==> src/rtl/reset_seq_ctrl_pkg.sv <==
// Shared definitions for the board reset sequencer: FSM state encoding and
// the width of the failing-domain index.
package reset_seq_ctrl_pkg;

  localparam int FAIL_IDX_W = 3;

  typedef enum logic [2:0] {
    S_HOLD    = 3'd0,
    S_RELEASE = 3'd1,
    S_WAIT    = 3'd2,
    S_DONE    = 3'd3,
    S_ERROR   = 3'd4,
    S_ASSERT  = 3'd5
  } state_e;

endpackage

==> src/rtl/reset_seq_ctrl_sync.sv <==
// Reset synchroniser: asserts asynchronously with rst_ni, deasserts after
// SYNC_STAGES rising edges of clk_i.
module reset_seq_ctrl_sync #(
  parameter int SYNC_STAGES = 2
) (
  input  logic clk_i,
  input  logic rst_ni,
  output logic rst_no
);

  logic [SYNC_STAGES-1:0] chain_q;

  always_ff @(posedge clk_i or negedge rst_ni) begin
    if (!rst_ni) begin
      chain_q <= '0;
    end else begin
      chain_q <= {chain_q[SYNC_STAGES-2:0], 1'b1};
    end
  end

  assign rst_no = chain_q[SYNC_STAGES-1];

endmodule

==> src/rtl/reset_seq_ctrl.sv <==
// Board-level reset sequencer: releases NUM_DOMAINS domain resets in index
// order, each gated by a ready handshake with timeout; soft reset unwinds them.
module reset_seq_ctrl
  import reset_seq_ctrl_pkg::*;
#(
  parameter int NUM_DOMAINS    = 4,
  parameter int SYNC_STAGES    = 2,
  parameter int DELAY_CYCLES   = 1024,
  parameter int TIMEOUT_CYCLES = 65535
) (
  input  logic                   clk_i,
  input  logic                   rst_ni,
  input  logic                   soft_rst_i,
  input  logic [NUM_DOMAINS-1:0] ready_i,
  output logic [NUM_DOMAINS-1:0] rst_o,
  output logic                   done_o,
  output logic                   error_o,
  output logic [FAIL_IDX_W-1:0]  fail_idx_o
);

  localparam int DLY_W = $clog2(DELAY_CYCLES + 1);
  localparam int TO_W  = $clog2(TIMEOUT_CYCLES + 1);
  localparam logic [DLY_W-1:0]      DLY_LAST = DLY_W'(DELAY_CYCLES - 1);
  localparam logic [TO_W-1:0]       TO_LAST  = TO_W'(TIMEOUT_CYCLES - 1);
  localparam logic [FAIL_IDX_W-1:0] LAST_IDX = FAIL_IDX_W'(NUM_DOMAINS - 1);

  function automatic logic [DLY_W-1:0] dly_inc(input logic [DLY_W-1:0] c);
    return (c == {DLY_W{1'b1}}) ? c : c + DLY_W'(1);
  endfunction

  function automatic logic [TO_W-1:0] to_inc(input logic [TO_W-1:0] c);
    return (c == {TO_W{1'b1}}) ? c : c + TO_W'(1);
  endfunction

  function automatic logic [NUM_DOMAINS-1:0] dom_sel(input logic [FAIL_IDX_W-1:0] i);
    logic [NUM_DOMAINS-1:0] m;
    m = '0;
    for (int k = 0; k < NUM_DOMAINS; k++) begin
      if (FAIL_IDX_W'(k) == i) m[k] = 1'b1;
    end
    return m;
  endfunction

  logic                   rst_int_n;
  state_e                 state;
  logic [FAIL_IDX_W-1:0]  idx;
  logic [DLY_W-1:0]       dly_cnt;
  logic [TO_W-1:0]        to_cnt;
  logic [NUM_DOMAINS-1:0] sel;
  logic                   ready_hit;

  reset_seq_ctrl_sync #(.SYNC_STAGES(SYNC_STAGES)) u_sync (
    .clk_i  (clk_i),
    .rst_ni (rst_ni),
    .rst_no (rst_int_n)
  );

  assign sel       = dom_sel(idx);
  assign ready_hit = |(ready_i & sel);

  // Sequencer FSM; soft reset outranks ready, ready outranks timeout
  always_ff @(posedge clk_i or negedge rst_int_n) begin
    if (!rst_int_n) begin
      state      <= S_HOLD;
      idx        <= '0;
      dly_cnt    <= '0;
      to_cnt     <= '0;
      rst_o      <= '1;
      done_o     <= 1'b0;
      error_o    <= 1'b0;
      fail_idx_o <= '0;
    end else begin
      unique case (state)
        S_HOLD: begin
          if (soft_rst_i) begin
            dly_cnt <= '0;
            if (idx != '0) begin
              idx   <= idx - 1'b1;
              state <= S_ASSERT;
            end
          end else if (dly_cnt == DLY_LAST) begin
            dly_cnt <= '0;
            state   <= S_RELEASE;
          end else begin
            dly_cnt <= dly_inc(dly_cnt);
          end
        end
        S_RELEASE: begin
          to_cnt <= '0;
          if (soft_rst_i) begin
            state <= S_ASSERT;
          end else begin
            rst_o <= rst_o & ~sel;
            state <= S_WAIT;
          end
        end
        S_WAIT: begin
          if (soft_rst_i) begin
            state <= S_ASSERT;
          end else if (ready_hit) begin
            if (idx == LAST_IDX) begin
              done_o <= 1'b1;
              state  <= S_DONE;
            end else begin
              idx     <= idx + 1'b1;
              dly_cnt <= '0;
              state   <= S_HOLD;
            end
          end else if (to_cnt == TO_LAST) begin
            error_o    <= 1'b1;
            fail_idx_o <= idx;
            state      <= S_ERROR;
          end else begin
            to_cnt <= to_inc(to_cnt);
          end
        end
        S_DONE: begin
          if (soft_rst_i) begin
            done_o <= 1'b0;
            state  <= S_ASSERT;
          end
        end
        S_ERROR: begin
          if (soft_rst_i) begin
            error_o    <= 1'b0;
            fail_idx_o <= '0;
            state      <= S_ASSERT;
          end
        end
        S_ASSERT: begin
          rst_o <= rst_o | sel;
          if (idx == '0) begin
            dly_cnt <= '0;
            state   <= S_HOLD;
          end else begin
            idx <= idx - 1'b1;
          end
        end
        default: state <= S_HOLD;
      endcase
    end
  end

endmodule

==> config.mk <==
export PLATFORM = sky130hd
export DESIGN_NAME = reset_seq_ctrl
export DESIGN_NICKNAME = d
export VERILOG_FILES = /design/src/rtl/reset_seq_ctrl_pkg.sv /design/src/rtl/reset_seq_ctrl_sync.sv /design/src/rtl/reset_seq_ctrl.sv
export SDC_FILE = /design/constraint.sdc
export NUM_CORES = 1
export LEC_CHECK = 0
export CAP_MARGIN = 5
export CORE_MARGIN = 3
export CORE_UTILIZATION = 30
export CTS_CLUSTER_DIAMETER = 200
export DETAILED_ROUTE_END_ITERATION = 8
export PLACE_DENSITY = 0.55
export SLEW_MARGIN = 20
export SYNTH_ARGS = -nofsm -noshare
export SYNTH_HDL_FRONTEND = slang
export SYNTH_SLANG_ARGS = --single-unit
==> constraint.sdc <==
create_clock -name clk_i -period 1.6 [get_ports clk_i]
set_input_delay 0.4 -clock clk_i [delete_from_list [all_inputs] [get_ports clk_i]]
set_output_delay 0.4 -clock clk_i [all_outputs]
set_load 0.01 [all_outputs]
Word-level counts from Yosys, hierarchy flattened
Cells that the tools add are included.
{"block": "word_totals", "register_bits": 44, "inputBits": 7, "output_inout_bits": 9, "elab_cells": 118}
{"block": "op_classes", "n_addsub": 4, "eq_ne": 33, "n_mux": 51, "bitwise": 4, "reduce_logical": 17}
{"op": "11-bit two-way mux", "count": 7}
{"op": "16-bit two-way mux", "count": 4}
{"op": "3-bit two-way mux", "count": 19}
{"op": "11-bit one-hot mux with 3 select lines", "count": 1}
{"op": "16-bit equality test, second input constant", "count": 2}
{"op": "16-bit one-hot mux with 2 select lines", "count": 1}
{"op": "2-bit != test, second input constant", "count": 15}
{"op": "5-bit AND reduction", "count": 4}
{"op": "16-bit by 1-bit adder with 16-bit output, second input constant", "count": 1}
{"op": "3-bit one-hot mux with 5 select lines", "count": 1}
{"op": "11-bit by 1-bit adder with 11-bit output, second input constant", "count": 1}
{"op": "11-bit by 10-bit equality test with 1-bit output, second input constant", "count": 1}
{"op": "11-bit equality test, second input constant", "count": 1}
{"op": "1-bit two-way mux", "count": 11}
{"op": "3-bit by 2-bit equality test with 1-bit output, second input constant", "count": 3}
{"op": "3-bit one-hot mux with 3 select lines", "count": 1}
{"op": "4-bit bitwise AND", "count": 2}
{"op": "4-bit != test, second input constant", "count": 2}
{"op": "4-bit one-hot mux with 2 select lines", "count": 1}
{"op": "2-bit nonzero test", "count": 4}
{"op": "7-bit AND reduction", "count": 1}
{"op": "2-bit by 3-bit equality test with 1-bit output, first input constant", "count": 2}
{"op": "3-bit equality test, second input constant", "count": 2}
{"op": "3-bit zero test", "count": 2}
{"op": "17 further kinds", "count": 20}

Logic depth before layout (Yosys ltp)
Gate-level depths: netlist (run 1).
{"block": "depth", "word_depth": 7, "depth_mapped": 10, "ltp_nobuf": 7}

Hierarchy
A second synthesis (run 1) with hierarchy kept.
{"block": "hier_totals", "cells_unflattened": 302, "hier_area_um2": 2658.8}
{"mod": "reset_seq_ctrl", "instances": 1, "cells_each": 299, "area_each_um2": 2605.0}
{"mod": "reset_seq_ctrl_sync", "instances": 1, "cells_each": 3, "area_each_um2": 53.8}

Worst setup path before layout (run 1)
OpenSTA, ideal clock, no wires.
{"block": "synth_timing", "path_type": "register -> register", "start": "register idx[0]", "end": "register dly_cnt[0]", "setup_time_ns": 0.125, "arrival_ns": 2.068, "t_required_ns": 1.475, "path_slack_ns": -0.593, "stages_incl_launch_ff": 9, "n_path_buf": 1, "period_less_slack_ns": 2.193, "path_cell_list": "dfrtp_1 -> inv_1 -> ha_1 -> a222oi_1 -> nor4_1 -> a211oi_1 -> or2_2 -> buf_4 -> mux2_2"}
{"block": "synth_via", "elab_chain_cells": 6}
{"element": "start, declared", "line": "reset_seq_ctrl.sv:46", "text": "logic [FAIL_IDX_W-1:0] idx;"}
{"element": "start signal, assigned", "line": "reset_seq_ctrl.sv:78", "text": "idx <= idx - 1'b1;"}
{"element": "start signal, assigned", "line": "reset_seq_ctrl.sv:105", "text": "idx <= idx + 1'b1;"}
{"element": "start signal, assigned", "line": "reset_seq_ctrl.sv:136", "text": "idx <= idx - 1'b1;"}
{"element": "1-bit by 3-bit equality test with 1-bit output (tied with other cells)", "line": "reset_seq_ctrl.sv:39", "text": "if (FAIL_IDX_W'(k) == i) m[k] = 1'b1;"}
{"element": "1-bit two-way mux", "line": "reset_seq_ctrl.sv:39"}
{"element": "4-bit bitwise AND", "line": "reset_seq_ctrl.sv:59", "text": "assign ready_hit = |(ready_i & sel);"}
{"element": "4-bit OR reduction", "line": "reset_seq_ctrl.sv:59"}
{"element": "2-bit != test (no source line)"}
{"element": "6-bit AND reduction (no source line) *"}
{"element": "end signal, assigned", "line": "reset_seq_ctrl.sv:85", "text": "dly_cnt <= dly_inc(dly_cnt);"}
{"element": "end, declared", "line": "reset_seq_ctrl.sv:47", "text": "logic [DLY_W-1:0] dly_cnt;"}
Every way passes the cells marked *; elsewhere a longest branch is shown, timed or not.
A chain may end at the register's enable or synchronous reset.

Worst setup path after layout (run 1)
{"block": "layout_timing", "start": "register idx[0]", "end": "register to_cnt[4]"}
{"block": "layout_via", "elab_chain_cells": 6}
{"element": "1-bit by 3-bit equality test with 1-bit output (tied with other cells)", "line": "reset_seq_ctrl.sv:39"}
{"element": "1-bit two-way mux", "line": "reset_seq_ctrl.sv:39"}
{"element": "4-bit bitwise AND *", "line": "reset_seq_ctrl.sv:59"}
{"element": "4-bit OR reduction *", "line": "reset_seq_ctrl.sv:59"}
{"element": "2-bit != test (no source line) *"}
{"element": "5-bit AND reduction (no source line) *"}
{"element": "end signal, assigned", "line": "reset_seq_ctrl.sv:114", "text": "to_cnt <= to_inc(to_cnt);"}
{"element": "end, declared", "line": "reset_seq_ctrl.sv:48", "text": "logic [TO_W-1:0] to_cnt;"}
Marks and branches as above.

==> metrics.cfg, run 1 <==
[synthesis]
async_flop_share=1.000
yosysTopAreaCell=dfrtp_1
yosys.cell_types.count=52
yosysMostFrequentCell=dfrtp_1
yosys.area_share.simple=0.2355
synth_top_cell_area_share=0.3868
yosys.area_share.xor_xnor=0.01015
synthAdderAreaFrac=0.04352
ys.flop_type=dfrtp_1
synth-compound-area-share=0.2157
ys_ff_latch=44
synthCells=291
ys_top_cells_by_area=dfrtp_1 39%, o21ai_0 6.2%, nand2_1 4.5%, ha_1 4.4%, dfstp_2 4.1%
synth_common_cells=40 x dfrtp_1, 32 x o21ai_0, 31 x nand2_1
synth_area_per_cell_um2=8.892
synth_area_mm2=0.002587
synth-warning-count=0
synth_nets=307
yosysSeqAreaShare=0.4275
synth_top_family_by_area=simple AND/OR/NAND/NOR gates
synth_edf_count=0
post_synth_mux_area_share=0.01983

[sta]
setup_viol=38
period_needed_ns=2.235
rsz0062_at_grt=true
setup_ws_ns=-0.6351
skew_ns=0.01108
finalSetupTns_ns=-19.74
period_share=1.397
fmax_mhz=447.4
final_max_slew_viol_count=0
finalHoldViolations=0

[worst_setup_path]
crit_arrival_ns=2.47
cp-end-kind=flop
startpoint_type=flop
path_class=reg2reg
crit_fanout=8
required_ns=1.83

[die]
fp.dieArea_mm2=0.009775
core_mm2=0.008299
rows=33
fp.dieW_um=98.87
die_h_um=98.87
initial_utilization=0.3118
ioPinCount=16

[placement]
numPortBuffers=15
place.gp.congestion=0.8359
dp_hpwl_um=4899
placedCellCount=481
placed_cell_area_mm2=0.003517

[cts]
clockRootBuffer=clkbuf_8
clk_latency_ns=0.30
path_clk_slew_ns=0.09
clock-sinks=44
cts_buffers=5
cts_tree=yes
htree_levels=2
clock_path_buffers=2
cts.hold.buffers_added=0

[route]
drcViolationCount=0
totalWireLength_um=7283
vias=2573
drt-vias-per-instance=5.105
firstDrtPassIters=4
postRouteAntennaNets=0
wl_per_cell_um=14.45
drt_iter0_markers=64

[run_status]
violations=negative setup slack
status=finished, violations left

[global_routing]
track_usage=0.1488
grt_pass1_wl_um=12080
grt_pass1_vias=2549
antenna_found_initial=0
grt_max_degree=35
grt_overflow=0

[final_layout]
final_cell_count_no_fill=504
num-nets-final=414
syn2layout_area_growth_pct=55.85
drive_gt1_frac=0.4185
diodes=0
fill_cells=755
final_area_mm2=0.004033

[pwr]
powerDensity_mw_per_mm2=1494
irDropWorstVdd_uv=1030
p_leak_uw=0.001728

[run]
cap_viol_max_count=0

[hold_path]
hold_path.class=reg2async

==> cells in the final DEF, fill, tap and decap left out, types with 5 or more instances in the layout <==
master,instances
or3_1,8
clkbuf_8,7
o21ai_0,13
o21ai_1,12
o21ai_2,7
inv_1,12
nor3_1,5
dlygate4sd2_1,9
dfrtp_2,5
nand4_1,8
nor2_1,14
nand2b_1,6
ha_1,5
dfrtp_1,35
buf_6,11
nand2_1,28
buf_4,86
clkdlybuf4s50_1,6
nand3_1,14
a21oi_1,8
==> registers in the layout, indices dropped and copies added (netlist names), named ones only <==
name and flops:
to_cnt 16, dly_cnt 11, fail_idx_o 3, idx 3
state 3, u_sync.chain_q 2, done_o 1, error_o 1
==> power by group <==
part | switching [uW] | leakage [uW] | internal (uW) | total [uW]
sequential | 239 | 0.000568 | 1380 | 1620
combinational | 1750 | 0.00111 | 1860 | 3600
clock | 404 | 0.0000515 | 395 | 799
total | 2390 | 0.00173 | 3630 | 6020
==> metrics by stage <==
stage	setup slack (ns)	util	hold slack, ns	power [uW]
6_report	-0.6351	0.4859	0.1300	6023
3_3_place_gp	-1.003	0.4238	0.1299	4338
4_1_cts	-0.6478	0.4583	0.1408	5480
5_1_grt	-0.7427	0.4859	0.1520	6425
3_5_place_dp	-1.073	0.4238	0.1307	4379
2_1_floorplan	-0.5104	-	0.1044	3193
==> logic make-up (layout without fill, tap and decap cells) <==
family / after synthesis / after routing
AO/OA/AOI/OAI: 86 / 86
XOR/XNOR: 3 / 3
adder cells (fa/ha/maj): 9 / 9
buffers and inverters: 28 / 136
flip-flops: 44 / 44
multiplexers: 5 / 5
other: 1 / 1
AND/OR/NAND/NOR: 115 / 115
==> layer usage <==
layer	vias up	global-route usage	share of wire
li1	1291	-	-
met1	1243	0.1981	0.46
met2	32	0.2490	0.51
met3	7	0.02265	0.023
met4	0	0.04517	0.011
met5	-	0	0
==> repair_timing <==
item / CTS / global route
setup buffers: 11 / 6
endpoints found under the hold margin: 0 / 0
setup endpoints to repair: 47 / 42
pin swaps: 15 / 19
resized for setup: 35 / 47
==> final timing paths <==
check | startpoint | to | slack, ns | depth (start not counted)
worst max-delay path | idx[0]$_DFFE_PN0P_ | to_cnt[4]$_DFFE_PN0P_ | -0.64 | 10
worst min-delay path | u_sync.chain_q[1]$_DFF_PN0_ | to_cnt[2]$_DFFE_PN0P_ | 0.13 | 0
worst max register to register | idx[0]$_DFFE_PN0P_ | to_cnt[4]$_DFFE_PN0P_ | -0.64 | 10
worst min register to register | u_sync.chain_q[1]$_DFF_PN0_ | to_cnt[2]$_DFFE_PN0P_ | 0.13 | 0
max in group asynchronous | u_sync.chain_q[1]$_DFF_PN0_ | async pin | 0.94 | 1
min in group clk_i | u_sync.chain_q[0]$_DFF_PN0_ | u_sync.chain_q[1]$_DFF_PN0_ | 0.36 | 0
==> layout make-up <==
class                      instances  area, um2  area share
sequential                        44       1112      0.2758
inverter                          14      57.56     0.01427
multi-input combinational        219       1683      0.4173
timing repair buffer             114      948.4      0.2352
clock buffer                       8      100.1     0.02482
tap                              105      131.4     0.03258
==> critical path: stages, from the launching register on <==
cell	delay [ns]
dfrtp_2	0.43
inv_4	0.06
ha_4	0.15
a222oi_1	0.31
buf_4	0.20
buf_6	0.10
o211a_4	0.19
o22ai_4	0.12
buf_6	0.17
or3_1	0.30
a21oi_1	0.14
No activity file was read; power rests on OpenSTA's default activity.
==> run 2, diff against run 1 <==
--- a/config.mk
+++ b/config.mk
@@ -11,7 +11,6 @@
 export CTS_CLUSTER_DIAMETER = 200
 export DETAILED_ROUTE_END_ITERATION = 8
 export PLACE_DENSITY = 0.55
-export SLEW_MARGIN = 20
 export SYNTH_ARGS = -nofsm -noshare
 export SYNTH_HDL_FRONTEND = slang
 export SYNTH_SLANG_ARGS = --single-unit
==> results of run 2 <==
No change in the layout: final DEF, timing and power equal those of run 1.
